### config.mk
export PLATFORM = sky130hd
export DESIGN_NAME = peakdetect_acq_ctrl
export DESIGN_NICKNAME = d
export VERILOG_FILES = /design/src/rtl/peakdetect_acq_ctrl.sv
export SDC_FILE = /design/constraint.sdc
export NUM_CORES = 1
export LEC_CHECK = 0
export CORE_AREA = 5 5 145 147
export CTS_CLUSTER_DIAMETER = 60
export CTS_CLUSTER_SIZE = 16
export DETAILED_ROUTE_END_ITERATION = 8
export DIE_AREA = 0 0 150 152
export DONT_BUFFER_PORTS = 1
export PLACE_DENSITY_LB_ADDON = 0.15
export SLEW_MARGIN = 40
export SYNTH_ARGS = -nofsm -noshare
export SYNTH_HDL_FRONTEND = slang
export SYNTH_SLANG_ARGS = --single-unit
### constraint.sdc
create_clock -name DATA_CLK -period 7.2 [get_ports DATA_CLK]
set_input_delay 0.72 -clock DATA_CLK [delete_from_list [all_inputs] [get_ports DATA_CLK]]
set_output_delay 0.72 -clock DATA_CLK [all_outputs]
set_load 0.02 [all_outputs]
### src/rtl/peakdetect_acq_ctrl.sv
// Acquisition sequencer for the peak-detect capture path.
// Arms the datapath, fills a circular capture memory with a pre-trigger
// window, waits for a qualified trigger, fills the post-trigger window and
// reports the address of the first post-trigger word.
module peakdetect_acq_ctrl #(
  parameter int ADDR_W     = 12,
  parameter int CLR_CYCLES = 4
) (
  input  logic              DATA_CLK,
  input  logic              CNTCLR,
  input  logic              arm,
  input  logic              abort,
  input  logic              trig,
  input  logic [31:0]       div_n_cfg,
  input  logic [ADDR_W-1:0] pre_len,
  input  logic [ADDR_W-1:0] post_len,
  input  logic              pd_wr_enable,
  input  logic [127:0]      pd_dataout,
  input  logic              fifo_full,
  output logic              pd_clr,
  output logic [31:0]       div_n_maxmin,
  output logic              mem_wen,
  output logic [ADDR_W-1:0] mem_addr,
  output logic [127:0]      mem_data,
  output logic [ADDR_W-1:0] trig_addr,
  output logic              busy,
  output logic              done,
  output logic              overflow
);

  typedef enum logic [2:0] {
    S_IDLE      = 3'd0,
    S_CLEAR     = 3'd1,
    S_PRE       = 3'd2,
    S_WAIT_TRIG = 3'd3,
    S_POST      = 3'd4,
    S_DONE      = 3'd5
  } state_t;

  localparam logic [3:0]        CLR_LAST = 4'(CLR_CYCLES - 1);
  localparam logic [ADDR_W-1:0] ZERO_A   = {ADDR_W{1'b0}};
  localparam logic [ADDR_W-1:0] ONE_A    = {{(ADDR_W-1){1'b0}}, 1'b1};

  state_t            state_r;
  state_t            state_s;
  logic [3:0]        clr_cnt_r;
  logic [ADDR_W-1:0] ptr_r;
  logic [ADDR_W-1:0] cnt_r;
  logic [ADDR_W-1:0] pre_len_r;
  logic [ADDR_W-1:0] post_len_r;
  logic [ADDR_W-1:0] ptr_nxt_s;
  logic [ADDR_W-1:0] cnt_inc_s;
  logic              writing_s;
  logic              accept_s;
  logic              drop_s;
  logic              start_s;
  logic              trig_hit_s;

  // Beat qualification and pointer/counter increments.
  always_comb begin
    writing_s = (state_r == S_PRE) || (state_r == S_WAIT_TRIG) || (state_r == S_POST);
    accept_s  = writing_s && pd_wr_enable && !fifo_full;
    drop_s    = writing_s && pd_wr_enable && fifo_full;
    cnt_inc_s = cnt_r + ONE_A;
    if (accept_s) begin
      ptr_nxt_s = ptr_r + ONE_A;
    end else begin
      ptr_nxt_s = ptr_r;
    end
  end

  // Next-state decode; abort overrides arm and trig.
  always_comb begin
    state_s    = state_r;
    start_s    = 1'b0;
    trig_hit_s = 1'b0;
    if (abort) begin
      state_s = S_IDLE;
    end else begin
      case (state_r)
        S_IDLE, S_DONE: begin
          if (arm) begin
            state_s = S_CLEAR;
            start_s = 1'b1;
          end else begin
            state_s = state_r;
          end
        end
        S_CLEAR: begin
          if (clr_cnt_r == CLR_LAST) begin
            state_s = (pre_len_r == ZERO_A) ? S_WAIT_TRIG : S_PRE;
          end else begin
            state_s = S_CLEAR;
          end
        end
        S_PRE: begin
          if (accept_s && (cnt_inc_s == pre_len_r)) begin
            state_s = S_WAIT_TRIG;
          end else begin
            state_s = S_PRE;
          end
        end
        S_WAIT_TRIG: begin
          if (trig) begin
            trig_hit_s = 1'b1;
            state_s    = (post_len_r == ZERO_A) ? S_DONE : S_POST;
          end else begin
            state_s = S_WAIT_TRIG;
          end
        end
        S_POST: begin
          if (accept_s && (cnt_inc_s == post_len_r)) begin
            state_s = S_DONE;
          end else begin
            state_s = S_POST;
          end
        end
        default: state_s = S_IDLE;
      endcase
    end
  end

  // State register.
  always_ff @(posedge DATA_CLK) begin
    if (CNTCLR) begin
      state_r <= S_IDLE;
    end else begin
      state_r <= state_s;
    end
  end

  // Sequencing counters, latched configuration and status outputs.
  always_ff @(posedge DATA_CLK) begin
    if (CNTCLR) begin
      clr_cnt_r    <= 4'd0;
      cnt_r        <= ZERO_A;
      pre_len_r    <= ZERO_A;
      post_len_r   <= ZERO_A;
      div_n_maxmin <= 32'd1;
      pd_clr       <= 1'b0;
      busy         <= 1'b0;
      done         <= 1'b0;
      overflow     <= 1'b0;
      trig_addr    <= ZERO_A;
    end else begin
      if (start_s) begin
        clr_cnt_r    <= 4'd0;
        div_n_maxmin <= div_n_cfg;
        pre_len_r    <= pre_len;
        post_len_r   <= post_len;
      end else if (state_r == S_CLEAR) begin
        clr_cnt_r <= clr_cnt_r + 4'd1;
      end
      // Phase counter restarts on every state change so each window counts from zero.
      if (state_s != state_r) begin
        cnt_r <= ZERO_A;
      end else if (accept_s && ((state_r == S_PRE) || (state_r == S_POST))) begin
        cnt_r <= cnt_inc_s;
      end
      if (start_s) begin
        overflow <= 1'b0;
      end else if (drop_s) begin
        overflow <= 1'b1;
      end
      // A beat accepted together with the trigger belongs to the pre-trigger window.
      if (trig_hit_s) begin
        trig_addr <= ptr_nxt_s;
      end
      pd_clr <= (state_s == S_CLEAR);
      busy   <= (state_s != S_IDLE) && (state_s != S_DONE);
      done   <= (state_s == S_DONE);
    end
  end

  // Capture write port: one-cycle registered write of each accepted beat.
  always_ff @(posedge DATA_CLK) begin
    if (CNTCLR) begin
      ptr_r    <= ZERO_A;
      mem_wen  <= 1'b0;
      mem_addr <= ZERO_A;
      mem_data <= 128'd0;
    end else begin
      mem_wen <= accept_s;
      if (accept_s) begin
        mem_addr <= ptr_r;
        mem_data <= pd_dataout;
      end
      if (start_s) begin
        ptr_r <= ZERO_A;
      end else begin
        ptr_r <= ptr_nxt_s;
      end
    end
  end

endmodule

==> impl_results.md, run 1 <==
* Critical path launch point type: flip-flop
* Placed Instances at 1359
* Yosys top cell by area: dfxtp_1
* Drt pass-1 iters at 4
* Largest net degree at the start of global routing at 216
* Area Overhead vs Synth at 7.03%
* Worst path buffer plus inverter count at 1
* Grt ovf at 0
* Final hold vios at 0
* Leak at 3.18 nW
* Clk root buf: clkbuf_16
* Mapped Area at 9260 µm²
* Worst r2r src: state_r[2]
* Layout cells sized above 1 at 0.0358
* Max cap viols at 0
* Synth Area in Compound Gates at 0.143
* R2R Setup Slk at 3740 ps
* Dpl hpwl at 17.8 mm
* CP peak stage delay at 650 ps
* Worst R2R End: cnt_r[5]
* DR WL/cell at 18.3 µm
* Cts bufs inserted at 20
* Async SR Flop Fraction at 0
* Crit path DAT at 3800 ps
* Die Span Y at 152 µm
* Cell family contributing the most delay on the critical path: simple AND/OR/NAND/NOR gates
* Ant diodes at 0
* Core area at 19800 µm²
* Worst-path clk slew at 70 ps
* Clock buffer depth at 3
* H-tree depth at 1
* Share of the synthesized area in the top cell type at 0.528
* Gates resized, CTS repair at 0
* Initial drt markers at 468
* Vias post-DR at 7430
* Initial Util at 0.468
* Placer Congestion at 0.884
* Reg area at 4880 µm²
* Total die area at 22800 µm²
* Row count at 52
* Status: complete, no violations
* RSZ-0062 raised after global routing: false
* Xor/xnor cell area share of the yosys netlist at 0.0388
* Fmax at 289 MHz
* Post-synth net total at 1362
* Pwr Total at 2.44 mW
* Post-Route WL at 25.3 mm
* Simple-gate portion of the synthesized area at 0.235
* Ranking of synthesized cells by area: dfxtp_1 53%, nand2_1 17%, a21oi_1 12%
* Largest family of logic cells by synthesized area: simple AND/OR/NAND/NOR gates
* Hold Crit Depth at 1
* Avg Synthesized Cell Area at 7.92 µm²
* Nets@finish at 1305
* Hold wc startpoint: CNTCLR
* Hold Path End: state_r[1]
* First-pass GRT wire length at 38.9 mm
* Fill cell count at 2017
* Area of the multi-input gates at 4060 µm²
* Vias in the first global route at 6955
* Crit path kind: flip-flop to flip-flop
* Worst-case hold slack at 310 ps
* Setup Skew at 9.91 ps
* Clock sinks at 244
* Gate Count Post-Synth at 1168
* CTS tree: yes
* Cell Pwr Density at 247 nW/µm²
* Worst skew pair latency at 490 ps
* Slew Limit Fails at 0
* Critical path, cell by cell: nor3b_4, buf_4, mux2i_1, xnor2_1, or4b_2, nand3_1, a41oi_1, o21ai_2, a21oi_1
* Initial antenna violation count at 0
* Setup TNS at 0 ps
* Die width at 150 µm
* Routed vias/inst at 5.36
* # hold bufs at CTS at 0
* Yosys warnings at 0
* Synth Register Bits at 244
* Reg2Reg Depth at 9
* Min Tclk post-route at 3460 ps
* DRC at 0
* CP Capture Type: flip-flop
* Adder-cell share of the synthesized area at 0.00406
* Remaining antenna violation count at 0
* Req. time, crit path at 7550 ps
* Top_reg_cell synth: dfxtp_1
* I/O Buffers at 0
* Synth unique cells at 45
* Critical-path maximum fanout at 14
* Post-synthesis mux area share at 0.0151
* Final cell count without fillers at 1386
* Utilization after layout at 0.501
* Setup violators final at 0
* Normalized max-slew margin at 0.496
* Worst hold path type: input pin to flip-flop
* Number of top-level pins at 380
* Number of synthesized flops with an enable pin at 0
* Max IR drop VDD at 0.000168 V
* Total setup buffers inserted after CTS at 0
* Crit path max-delay cell type: or4b_2
* Final critical-path share of the clock period at 0.480
* Post-synthesis sequential area ratio at 0.528
* Worst-Margin Slew at 755 ps
* Total GRT Usage at 0.209
cells in the mapped netlist (2+ instances only):
cell and number:
a211oi_1 12, a21o_1 3, a21oi_1 214, a31oi_1 3, and2_1 2, and3_1 5, and4_1 3, buf_1 3
buf_2 4, clkbuf_1 76, dfxtp_1 244, ha_1 3, inv_1 3, mux2i_1 14, nand2_1 411, nand2b_1 5
nand3_1 14, nand3b_1 3, nand4_1 9, nand4b_1 2, nor2_1 56, nor2b_1 4, nor3_1 2, nor3b_1 2
nor4_1 7, o21ai_0 2, o21ai_1 3, o32ai_1 2, or3_1 2, xnor2_1 20, xor2_1 21
power breakdown:
group / leakage [nW] / total (mW) / switching, mW / internal [mW]
sequential: 1.97 / 1.39 / 0.0245 / 1.36
clock: 0.277 / 0.996 / 0.469 / 0.527
combinational: 0.935 / 0.0577 / 0.0355 / 0.0222
total: 3.18 / 2.44 / 0.529 / 1.91
worst register-to-register path, stage by stage (launching register included):
cell     delay [ps]
dfxtp_1         580
nor3b_4         450
buf_4           290
mux2i_1         240
xnor2_1         120
or4b_2          650
nand3_1         150
a41oi_1         220
o21ai_2         490
a21oi_1         130
cell families (layout without fill, tap and decap cells):
group / count (synthesis) / in the layout
adder cells (fa/ha/maj): 3 / 3
flip-flops: 244 / 244
XOR/XNOR: 41 / 41
AO/OA/AOI/OAI: 248 / 248
multiplexers: 14 / 14
buffers and inverters: 87 / 35
AND/OR/NAND/NOR: 531 / 531
per-layer routing:
metal | routed length (µm) | vias up | global-route usage
met5 | 0 | - | 0
met3 | 2260 | 37 | 0.0688
met2 | 12500 | 247 | 0.347
met4 | 636 | 0 | 0.0645
li1 | - | 3712 | -
met1 | 9960 | 3434 | 0.256
final cells by class:
type | instances | area share
sequential | 244 | 0.493
multi-input combinational | 837 | 0.410
clock buffer | 22 | 0.0534
tap | 270 | 0.0341
timing repair buffer | 5 | 0.00417
clock inverter | 5 | 0.00392
inverter | 3 | 0.00114
sequential cells by signal (all words and copies together) (netlist names):
name          count
div_n_maxmin     32
busy              1
ptr_r            12
trig_addr        12
state_r           3
pre_len_r        12
pd_clr            1
post_len_r       12
mem_wen           1
mem_data        128
cnt_r            12
mem_addr         12
clr_cnt_r         4
done              1
overflow          1
worst max-delay path by stage:
| stage | start | end | slack [ps] | cells past startpoint |
|---|---|---|---|---|
| floorplan | state_r[1] | cnt_r[10] | 4660 | 10 |
| global placement | state_r[2] | trig_addr[2] | 3430 | 8 |
| detailed placement | state_r[2] | cnt_r[5] | 3540 | 9 |
| CTS | state_r[2] | cnt_r[5] | 3520 | 9 |
| global route | state_r[2] | cnt_r[10] | 3470 | 9 |
| finish | state_r[2] | cnt_r[5] | 3740 | 9 |
layout by cell type (no fill, tap or decap), drive strengths merged, types with 2 or more instances in the layout:
master,netlist,routed
nor3,2,2
and2,2,2
nand4,9,9
nand2b,5,5
and3,5,5
a21o,3,3
nor2b,4,4
inv,3,4
nand4b,2,2
and4,3,3
clkinv,0,3
a31oi,3,3
nor4,8,8
xnor2,20,20
or3,2,2
nand2,411,411
a21oi,214,214
ha,3,3
nor3b,3,3
buf,8,5
nand3b,3,3
o32ai,2,2
nand3,14,14
dfxtp,244,244
xor2,21,21
nor2,56,56
mux2i,14,14
a211oi,12,12
clkbuf,76,22
o21ai,5,5
metrics by stage:
step           cell area, µm²  setup slack, ps
2_1_floorplan            9260             4660
3_3_place_gp             9320             3430
3_5_place_dp             9340             3540
4_1_cts                  9900             3520
5_1_grt                  9910             3470
6_report                 9910             3740
Note: power is estimated with default switching activity, not from simulation.
==> run 2: changes to the inputs <==
Settings changed: ABC_AREA set to 1, CORE_AREA 5 5 145 147 to 5 5 144 146, DIE_AREA 0 0 150 152 to 0 0 149 151.
Clock period 7.2 ns to 2.85 ns, I/O delays scaled along.
==> impl_results.md, run 2 <==
* Critical path, cell by cell: nor2_4, nand2_2, nand2_1, nand3_1, nand2_1, nand2_1, nor2_1, nand2_1, nor2_1, nand2_1, nand2_2, nand2_2, nand2_1, nand3_2, nor2_1
* Initial antenna violation count at 0
* Crit path max-delay cell type: dfxtp_1
* H-tree depth at 1
* Post-synth net total at 1492
* Cell Pwr Density at 571 nW/µm²
* Crit path DAT at 2910 ps
* Top_reg_cell synth: dfxtp_1
* Die width at 149 µm
* Gr busiest metal: met2
* Grt ovf at 0
* CTS tree: yes
* Crit path kind: flip-flop to flip-flop
* Setup violators final at 0
* RSZ-0062 raised after global routing: false
* DR WL/cell at 17.5 µm
* Fmax at 404 MHz
* Initial drt markers at 584
* Min Tclk post-route at 2480 ps
* Vias in the first global route at 8860
* Setup TNS at 0 ps
* Reg2Reg Depth at 15
* Status: complete, no violations
* Hold wc startpoint: pre_len[4]
* Placer Congestion at 0.858
* Row count at 51
* Reg area at 4880 µm²
* Leak at 4.60 nW
* Critical path launch point type: flip-flop
* Vias post-DR at 8925
* Largest reg by FF count: mem_data
* Area Overhead vs Synth at 27.1%
* Critical-path maximum fanout at 20
* Top flop regs: mem_data: 128 flops, div_n_maxmin: 32 flops
* Remaining antenna violation count at 0
* Worst-path clk slew at 60 ps
* Synth unique cells at 35
* Met1 Track Usage GR at 0.286
* Mapped Area at 9550 µm²
* Max cap viols at 0
* Async SR Flop Fraction at 0
* Post-Route WL at 29.9 mm
* CP Launch Point: state_r[0]
* First-pass GRT wire length at 46.1 mm
* Max reg flops at 128
* Worst skew pair latency at 510 ps
* R2R Setup Slk at 370 ps
* Slew Limit Fails at 0
* Cts bufs inserted at 22
* Post-synthesis sequential area ratio at 0.512
* Final hold vios at 0
* Nets@finish at 1624
* Placed Instances at 1494
* Drt pass-1 iters at 5
* Most frequent cell on the critical path: nand2_1
* Core area at 19300 µm²
* Clk root buf: clkbuf_16
* M2 GR Usage at 0.439
* Setup Skew at 10.3 ps
* Area of the multi-input gates at 4030 µm²
* Number of top-level pins at 380
* Total die area at 22500 µm²
* Req. time, crit path at 3280 ps
* Yosys warnings at 0
* DRC at 0
* Total GRT Usage at 0.251
* CP peak stage delay at 420 ps
* GR Util met3 at 0.0760
* Most frequent cells in the layout: 406 x nand2_1, 244 x dfxtp_1, 176 x dlygate4sd3_1
* Fill cell count at 1685
* Worst R2R End: cnt_r[0]
* Commonest non-fill, non-tap cell in the layout: nand2_1
* Top-count cell post-synth: nand2_1
* Layout cells sized above 1 at 0.0493
* Dpl hpwl at 19.2 mm
* Die Span Y at 151 µm
* Worst-Margin Slew at 806 ps
* Synth Register Bits at 244
* Worst setup endpoint: cnt_r[0]
* Yosys top cell by area: dfxtp_1
* Max IR drop VDD at 0.000564 V
* Clock buffer depth at 3
* Avg Synthesized Cell Area at 7.35 µm²
* Worst r2r src: state_r[0]
* Normalized max-slew margin at 0.463
* Number of synthesized flops with an enable pin at 0
* Final critical-path share of the clock period at 0.869
* Share of the synthesized area in the top cell type at 0.512
* Final cell count without fillers at 1706
* Initial Util at 0.495
* Clock sinks at 244
* Routed vias/inst at 5.23
* Largest net degree at the start of global routing at 148
* Worst hold path type: input pin to flip-flop
* I/O Buffers at 0
* Gate Count Post-Synth at 1298
* Ranking of synthesized cells by area: dfxtp_1 51%, nand2_1 16%, a21oi_1 8.7%
* Synth top cells by count: 407 x nand2_1, 244 x dfxtp_1, 166 x a21oi_1
* CP Capture Type: flip-flop
run 2: changes by cell type after synthesis, moves of 6 or more:
cell,change
a211oi_1,-11
a21oi_1,-48
buf_2,+8
clkbuf_1,-19
inv_1,+76
mux2i_1,-13
nand3_1,+32
nor2_1,+59
nor2_2,+12
nor3_1,+6
o211ai_1,+12
o21ai_0,+73
xnor2_1,-19
xor2_1,-8
run 2: layout make-up:
cell class,instances,share of cell area
diodes,1,0.000206
clock buffers,25,0.0489
flip-flops and latches,244,0.403
well taps,265,0.0273
inverters,81,0.0253
repair buffers,187,0.155
multi-input cells,894,0.333
clock inverters,9,0.00825
run 2: metal layers:
layer  up-vias  wire length [µm]
met3        76              2520
met2       349             14900
met1      4085             11200
met4         0              1230
li1       4415                 -
met5         -                 0
run 2: cell families (layout without fill, tap and decap cells):
kind of cell,count (synthesis),after routing,share of synthesized area
DFF,244,244,0.512
xor gates and xnor gates,14,14,0.0128
and+or+nand+nor,614,614,0.263
buffers and inverters,160,302,0.0665
AOI/OAI and AO/OA,262,262,0.141
muxes,1,1,0.00105
adders and majority gates,3,3,0.00393
other,0,1,0
run 2: critical path, delay by kind of cell, from the launching register on:
family           cells  cell delay [ps]
AND/OR/NAND/NOR     15             1980
flip-flops           1              420
run 2: repair_timing:
item                                   4_1_cts  5_1_grt
setup endpoints to repair                    0       12
hold buffers                               177        0
setup buffers                                0        0
gates resized for setup                      0        1
endpoints found under the hold margin      185        0
run 2: how the worst min path moves through the flow:
stage          slack (ps)  cells after the start         endpoint
2_1_floorplan         410                      2  div_n_maxmin[0]
3_3_place_gp          390                      1     mem_data[38]
3_5_place_dp          390                      1     mem_data[32]
4_1_cts                 2                      2    post_len_r[0]
5_1_grt                20                      2     pre_len_r[8]
6_report               20                      2     pre_len_r[4]
run 2: report_power, final:
part           leakage, nW  internal (mW)  switching (mW)  total (mW)
Clock                0.345           1.60            1.32        2.92
Combinational         2.28          0.230           0.220       0.451
Sequential            1.98           3.47          0.0896        3.56
Total                 4.60           5.30            1.63        6.93
run 2: stage by stage:
stage	util	hold slack, ps	power (mW)	setup WS, ps	area, µm²
after floorplan	-	411	3.81	965	9550
after global placement	0.500	385	3.84	324	9640
after detailed placement	0.500	388	3.84	245	9640
after CTS	0.629	2.18	7.00	196	12100
after global routing	0.629	18.8	7.18	47.3	12100
final	0.629	17.1	6.93	373	12100
